===== src/rtl/alarm_ctrl.sv =====
// Alarm sequencer: detects the alarm minute edge and runs the IDLE/ARMED/RINGING/SNOOZE machine.
// Outputs are decoded from registered state and the ring tick counter.
module alarm_ctrl #(
  parameter int unsigned CLOCK_FREQUENCY  = 27_000_000,
  parameter int unsigned SNOOZE_MIN       = 5,
  parameter int unsigned RING_TIMEOUT_MIN = 10,
  parameter int unsigned MAX_SNOOZE       = 3
) (
  input  logic        i_clk,
  input  logic        i_rst_n,
  input  logic [19:0] i_time,
  input  logic [19:0] i_alarm_time,
  input  logic        i_alarm_en,
  input  logic        i_btn_snooze,
  input  logic        i_btn_stop,
  output logic [1:0]  o_alarm_state,
  output logic        o_ringing,
  output logic        o_snooze_active,
  output logic        o_buzzer
);

  localparam int unsigned TICK_W   = $clog2(CLOCK_FREQUENCY);
  localparam int unsigned MAX_MIN  = (RING_TIMEOUT_MIN > SNOOZE_MIN) ? RING_TIMEOUT_MIN : SNOOZE_MIN;
  localparam int unsigned SEC_W    = $clog2(MAX_MIN * 60 + 1);
  localparam int unsigned SNZ_W    = (MAX_SNOOZE > 0) ? $clog2(MAX_SNOOZE + 1) : 1;
  localparam int unsigned RING_SEC = RING_TIMEOUT_MIN * 60;
  localparam int unsigned SNZ_SEC  = SNOOZE_MIN * 60;

  typedef enum logic [1:0] {
    ST_IDLE    = 2'd0,
    ST_ARMED   = 2'd1,
    ST_RINGING = 2'd2,
    ST_SNOOZE  = 2'd3
  } state_e;

  state_e             state_q, state_d;
  logic [TICK_W-1:0]  tick_q, tick_d;
  logic [SEC_W-1:0]   sec_q, sec_d;
  logic [SNZ_W-1:0]   snooze_q, snooze_d;
  logic               match_q;

  logic match_now, trigger, tick_wrap, ring_done, snz_done, counting;
  logic unused_alarm_sec;

  // Seconds field of the alarm time is don't-care
  assign unused_alarm_sec = ^i_alarm_time[6:0];

  assign match_now = (i_time[19:7] == i_alarm_time[19:7]) && (i_time[6:0] == 7'd0);
  assign trigger   = match_now & ~match_q;
  assign tick_wrap = (tick_q == TICK_W'(CLOCK_FREQUENCY - 1));
  // Timeouts fire on the wrap that would bring sec_cnt up to the limit
  assign ring_done = tick_wrap && (sec_q == SEC_W'(RING_SEC - 1));
  assign snz_done  = tick_wrap && (sec_q == SEC_W'(SNZ_SEC - 1));

  always_ff @(posedge i_clk or negedge i_rst_n) begin
    if (!i_rst_n) begin
      state_q  <= ST_IDLE;
      tick_q   <= '0;
      sec_q    <= '0;
      snooze_q <= '0;
      match_q  <= 1'b1;
    end else begin
      state_q  <= state_d;
      tick_q   <= tick_d;
      sec_q    <= sec_d;
      snooze_q <= snooze_d;
      match_q  <= match_now;
    end
  end

  always_comb begin
    state_d  = state_q;
    snooze_d = snooze_q;
    tick_d   = '0;
    sec_d    = '0;
    counting = 1'b0;

    if (!i_alarm_en) begin
      state_d  = ST_IDLE;
      snooze_d = '0;
    end else begin
      case (state_q)
        ST_IDLE:  state_d = ST_ARMED;
        ST_ARMED: if (trigger) state_d = ST_RINGING;
        ST_RINGING: begin
          if (i_btn_stop) begin
            state_d = ST_ARMED;
          end else if (i_btn_snooze && (snooze_q < SNZ_W'(MAX_SNOOZE))) begin
            state_d  = ST_SNOOZE;
            snooze_d = snooze_q + SNZ_W'(1);
          end else if (ring_done) begin
            state_d = ST_ARMED;
          end
        end
        ST_SNOOZE: begin
          if (i_btn_stop) begin
            state_d = ST_ARMED;
          end else if (snz_done) begin
            state_d = ST_RINGING;
          end
        end
        default: state_d = ST_IDLE;
      endcase
    end

    if (state_d == ST_ARMED) snooze_d = '0;

    // Counters run only while staying in RINGING/SNOOZE; any entry restarts them
    counting = (state_d == state_q) && ((state_q == ST_RINGING) || (state_q == ST_SNOOZE));
    if (counting) begin
      if (tick_wrap) begin
        tick_d = '0;
        sec_d  = sec_q + SEC_W'(1);
      end else begin
        tick_d = tick_q + TICK_W'(1);
        sec_d  = sec_q;
      end
    end
  end

  assign o_alarm_state   = state_q;
  assign o_ringing       = (state_q == ST_RINGING);
  assign o_snooze_active = (state_q == ST_SNOOZE);
  assign o_buzzer        = (state_q == ST_RINGING) && (tick_q < TICK_W'(CLOCK_FREQUENCY / 2));

endmodule


===== config.mk =====
export PLATFORM = sky130hd
export DESIGN_NAME = alarm_ctrl
export DESIGN_NICKNAME = d
export VERILOG_FILES = /design/src/rtl/alarm_ctrl.sv
export SDC_FILE = /design/constraint.sdc
export NUM_CORES = 1
export LEC_CHECK = 0
export ABC_CLOCK_PERIOD_IN_PS = 2450
export CAP_MARGIN = 20
export CORE_UTILIZATION = 40
export DETAILED_ROUTE_END_ITERATION = 6
export MAX_ROUTING_LAYER = met4
export PLACE_DENSITY_LB_ADDON = 0.3
export REMOVE_ABC_BUFFERS = 1
export SLEW_MARGIN = 20
export SYNTH_ARGS = -nofsm -noshare
export SYNTH_HDL_FRONTEND = slang
export SYNTH_SLANG_ARGS = --single-unit

===== constraint.sdc =====
create_clock -name i_clk -period 2.45 [get_ports i_clk]
set_input_delay 0.49 -clock i_clk [delete_from_list [all_inputs] [get_ports i_clk]]
set_output_delay 0.49 -clock i_clk [all_outputs]
set_load 0.01 [all_outputs]

After elaboration in Yosys (flattened, before gate mapping)

Index checks and enable logic that the tools add are counted.

Bits in registers: 40
Logic and storage cells: 52
Output and inout bits: 5
Bits of input ports: 45

Reductions and logical operators: 10
Bitwise gates (word level): 2
Mux-type cells: 17
Add/subtract/negate cells: 3
Order comparisons: 2
Equality and inequality tests: 13

Operators by type and width:

| operator                | count |
|---|---|
| $mux W25                | 2 |
| $add A25 B1 Y25 const B | 1 |
| $eq A25 B25 Y1 const B  | 1 |
| $lt A25 B24 Y1 const B  | 1 |
| $mux W2                 | 12 |
| $mux W10                | 2 |
| $eq A13 B13 Y1          | 1 |
| $add A10 B1 Y10 const B | 1 |
| $eq A10 B10 Y1 const B  | 1 |
| $eq A10 B9 Y1 const B   | 1 |
| $pmux W2 S4             | 1 |
| $logic_not A7 Y1        | 1 |
| $logic_and A1 B1 Y1     | 6 |
| $ne A3 B1 Y1 const B    | 2 |
| $eq A2 B1 Y1 const B    | 2 |
| $eq A2 B2 Y1 const B    | 2 |
| $ne A3 B2 Y1 const B    | 1 |
| $reduce_and A3 Y1       | 1 |
| $add A2 B1 Y2 const B   | 1 |
| $eq A2 B2 Y1            | 1 |
| $logic_not A2 Y1        | 1 |
| $lt A2 B2 Y1 const B    | 1 |
| $ne A2 B2 Y1 const B    | 1 |
| $and A1 B1 Y1           | 1 |
| 2 further kinds         | 2 |

Longest topological paths before layout

Word-level depth: 10
Gate-level depth with buffers: 7
Gate-level depth less buffers: 6

Worst setup path before layout

No wires, ideal clock.

Path kind: register to register
Start: register tick_q[0]
End: register sec_q[6]
Data required time: 2.324 ns
Path slack: 0.477 ns
Stages on the path, launching flop included: 8
Setup time: 0.126 ns
Buffers on the path: 1
Arrival: 1.847 ns
Clock period less this slack: 1.973 ns
Cells stage by stage: dfrtp_1 -> ha_1 -> nand4_1 -> nor4_4 -> and4_4 -> a2bb2oi_4 -> buf_4 -> a21oi_1

Word-level cells in the longest chain between the ends: 10
Elaborated cells on any way between the ends: 14
Those cells by class: 3 x eq/ne; 8 x mux; 3 x reduce/logical

RTL lines:

| item                                                      | RTL line | text |
|---|---|---|
| from (decl)                                               | 37       | `logic [TICK_W-1:0] tick_q, tick_d;` |
| from (signal assigned)                                    | 64       | `tick_q <= tick_d;` |
| $eq A25 B25 Y1 *                                          | 50       | `assign tick_wrap = (tick_q == TICK_W'(CLOCK_FREQUENCY - 1));` |
| $logic_and A1 B1 Y1                                       | 52       | `assign ring_done = tick_wrap && (sec_q == SEC_W'(RING_SEC - 1));` |
| $mux W2                                                   | 91       | `end else if (ring_done) begin` |
| $mux W2                                                   | 88       | `end else if (i_btn_snooze && (snooze_q < SNZ_W'(MAX_SNOOZE))) begin` |
| $mux W2                                                   | 86       | `if (i_btn_stop) begin` |
| $pmux W2 S4                                               | 82       | `case (state_q)` |
| $mux W2                                                   | 78       | `if (!i_alarm_en) begin` |
| $eq A2 B2 Y1                                              | 109      | `counting = (state_d == state_q) && ((state_q == ST_RINGING) \|\| (state_q == ST_SNOOZE));` |
| $logic_and A1 B1 Y1                                       | 109      |  |
| $ne A2 B2 Y1 (no source line) or $mux W10 (tied branches) | -        |  |
| to (signal assigned)                                      | 59       | `sec_q <= '0;` |
| to (signal assigned)                                      | 65       | `sec_q <= sec_d;` |
| to (decl)                                                 | 38       | `logic [SEC_W-1:0] sec_q, sec_d;` |

Every way passes the cells marked *; elsewhere a longest branch is shown, timed or not.
A chain may end at the register's enable or synchronous reset.

Final worst setup path

Start: register tick_q[9]
End: output port o_buzzer

Word-level cells in the longest chain between the ends: 2

RTL lines:

| item                | RTL line | text |
|---|---|---|
| $lt A25 B24 Y1      | 124      | `assign o_buzzer = (state_q == ST_RINGING) && (tick_q < TICK_W'(CLOCK_FREQUENCY / 2));` |
| $logic_and A1 B1 Y1 | 124      |  |
| to (decl)           | 19       | `output logic o_buzzer` |

No other way between the ends.

==> impl_metrics.tcl <==
set metrics [dict create \
    dp_slack_ns 0.217 \
    maxSlewViolCount 0 \
    htree_levels 2 \
    synth_top_area_cell "dfrtp_1" \
    ys_seq_elements 40 \
    power.density_nw_per_um2 448 \
    routed_wl_mm 5.08 \
    start_util_pct 42.5 \
    slew_headroom_pct 76.6 \
    regArea_sq_um 1000 \
    syn_to_final_growth_pct 29.8 \
    final_cell_area_sq_um 3110 \
    grt_max_degree 23 \
    setup_tns_ns 0 \
    root_buffer "clkbuf_8" \
    synth_edf_count 0 \
    drcViolationCount 0 \
    hold_class "input port to async pin" \
    rows 27 \
    p_int_mw 1.13 \
    critPathCaptureType "output pin" \
    fin_skew_ns 0.0146 \
    path_max_fanout 6 \
    routed-via-count 1950 \
    io_pins 50 \
    comb_power_share_pct 7.9 \
    synth-seq-area-share_pct 41.8 \
    antenna_found_initial 0 \
    critPathArrivalTime_ns 1.77 \
    start_kind "flop" \
    routabilityCongestion 0.771 \
    multi_input_area_sq_um 1330 \
    fin_crit_sh_pct 92.2 \
    final_nets 359 \
    dieArea_sq_um 6310 \
    outcome "completed" \
    dr.pass1.iters 4 \
    wl_per_cell_um 13.3 \
    rsz0062_at_grt "false" \
    diodes 0 \
    p_seq_share_pct 47.5 \
    setup_viol 0 \
    design.core.area_sq_um 5640 \
    synth_cell_types 45 \
    fp.dieW_um 79.4 \
    clkPwrFrac_pct 44.6 \
    track_usage_pct 18.3 \
    setup.worst_path.class "flop to output pin" \
    p_leak_nw 1.17 \
    cts_buffers 5 \
    clk_pin_slew_ns 0.08 \
    maxCapViolations 0 \
    worst_slew_pin_slew_ns 0.348 \
    final_cell_mix "clkdlybuf4s50_1 (40), dfrtp_1 (39), nor2_1 (37)" \
    drtIter0Drc 50 \
    synth_ff_type "dfrtp_1" \
    synth_async_sr_flop_share_pct 100 \
    swShare_pct 18.6 \
    viasPerCell 5.09 \
    clock_sink_count 40 \
    hold_viol 0 \
    cts_tree "built" \
    syn_area_sq_um 2400 \
    grt_pass1_vias 1900 \
    fillers 509 \
    cts_buffer_depth 2 \
    ant_nets 0 \
    peakVddDrop_mv 0.343 \
    cp.required_ns 1.96 \
    grt_pass1_wl_mm 8.65 \
    worst_slack_ns 0.191 \
    clk_latency_ns 0.29 \
    max_freq_mhz 443 \
    die_h_um 79.4 \
    ys_top_cells_by_area "dfrtp_1 (41%), xnor2_1 (9.9%), nor2_1 (5.8%)" \
    overflow 0 \
    switchingPower_mw 0.260 \
    final_common_cell "clkdlybuf4s50_1" \
    dp_hpwl_mm 3.90 \
    min_period_ns 2.26 \
    dpl-instance-area_sq_um 2980 \
    netlist.area_leader.share_pct 40.7 \
    drive_above_1_share_pct 11.3 \
    yosysWarnings 0 \
    hold_buffers 0 \
    syn_area_per_cell_sq_um 9.44 \
    port_buffers 42 \
    syn_inst 254 \
]
[cell families (layout without fill, tap and decap cells)]
| kind of cell | count (synthesis) | after routing | synth area share [%] |
|---|---|---|---|
| AOI/OAI and AO/OA | 20 | 20 | 5.69 |
| xor gates and xnor gates | 42 | 42 | 15.3 |
| DFF | 40 | 40 | 41.8 |
| adders and majority gates | 3 | 3 | 1.57 |
| muxes | 1 | 1 | 0.418 |
| buffers and inverters | 15 | 72 | 2.61 |
| and+or+nand+nor | 133 | 133 | 32.6 |
[repair_timing]
item	in CTS	in global routing
setup endpoints to repair	1	0
gates resized for setup	1	0
setup buffers	0	0
[Yosys cell counts (3+ instances only)]
cell type / instances
dfrtp_1: 39
nor2_1: 37
xnor2_1: 27
nand2_1: 17
xor2_1: 15
nand3_1: 14
nor3_1: 12
inv_1: 11
nand4_1: 10
a21oi_1: 9
nor4_1: 6
o21ai_0: 5
or3_1: 5
and4_1: 4
and3_1: 3
ha_1: 3
[flip-flops by register name, indices dropped and copies added (netlist names)]
name / count
snooze_q: 2
o_alarm_state: 2
sec_q: 10
match_q: 1
tick_q: 25
[power groups by stage]
stage	clock network, mW	registers (mW)	logic, mW
floorplan	0	0.676	0.0254
global placement	0	0.676	0.110
detailed placement	0	0.676	0.111
CTS	0.637	0.663	0.112
global route	0.664	0.663	0.120
finish	0.622	0.663	0.110
[layout make-up]
| type | count | share of cell area [%] |
|---|---|---|
| Tap cell | 72 | 2.90 |
| Clock buffer | 5 | 2.21 |
| Sequential cell | 40 | 32.2 |
| Timing Repair Buffer | 54 | 16.6 |
| Clock inverter | 2 | 1.93 |
| Multi-Input combinational cell | 199 | 42.8 |
| Inverter | 11 | 1.33 |
[critical path: stages, from the launching register on]
cell,delay (ns)
dfrtp_1,0.47
nand3_1,0.12
nor4_1,0.28
o211ai_1,0.13
a21oi_1,0.15
nor3_1,0.06
dlygate4sd2_1,0.29
[per-layer routing]
metal  global-route usage (%)  vias to the layer above  share of wire, %
met5                        -                        -                 0
met4                     5.82                        0               1.8
met3                     3.66                        8               2.1
met2                     29.7                       20                50
met1                     22.9                      919                46
li1                         -                     1003                 -
[worst paths after layout]
| kind | startpoint | endpoint | slack (ns) | depth (start not counted) |
|---|---|---|---|---|
| setup / recovery | tick_q[9] | o_buzzer | 0.19 | 6 |
| hold / removal | i_rst_n | sec_q[9] | 0.05 | 1 |
| setup reg to reg | tick_q[6] | sec_q[2] | 0.29 | 6 |
| hold reg to reg | tick_q[0] | tick_q[0] | 0.48 | 1 |
| max in group asynchronous | i_rst_n | tick_q[12] | 1.85 | 2 |
| min in group i_clk | tick_q[0] | tick_q[0] | 0.48 | 1 |
[metrics by stage]
step,total power [mW],hold slack (ns),cells,utilization (%)
2_1_floorplan,0.701,0.194,250,-
3_3_place_gp,0.786,0.377,376,52.9
3_5_place_dp,0.787,0.374,376,52.9
4_1_cts,1.41,0.0543,383,55.2
5_1_grt,1.45,0.0589,383,55.2
6_report,1.39,0.0511,383,55.2
(Power assumes the default switching activity.)
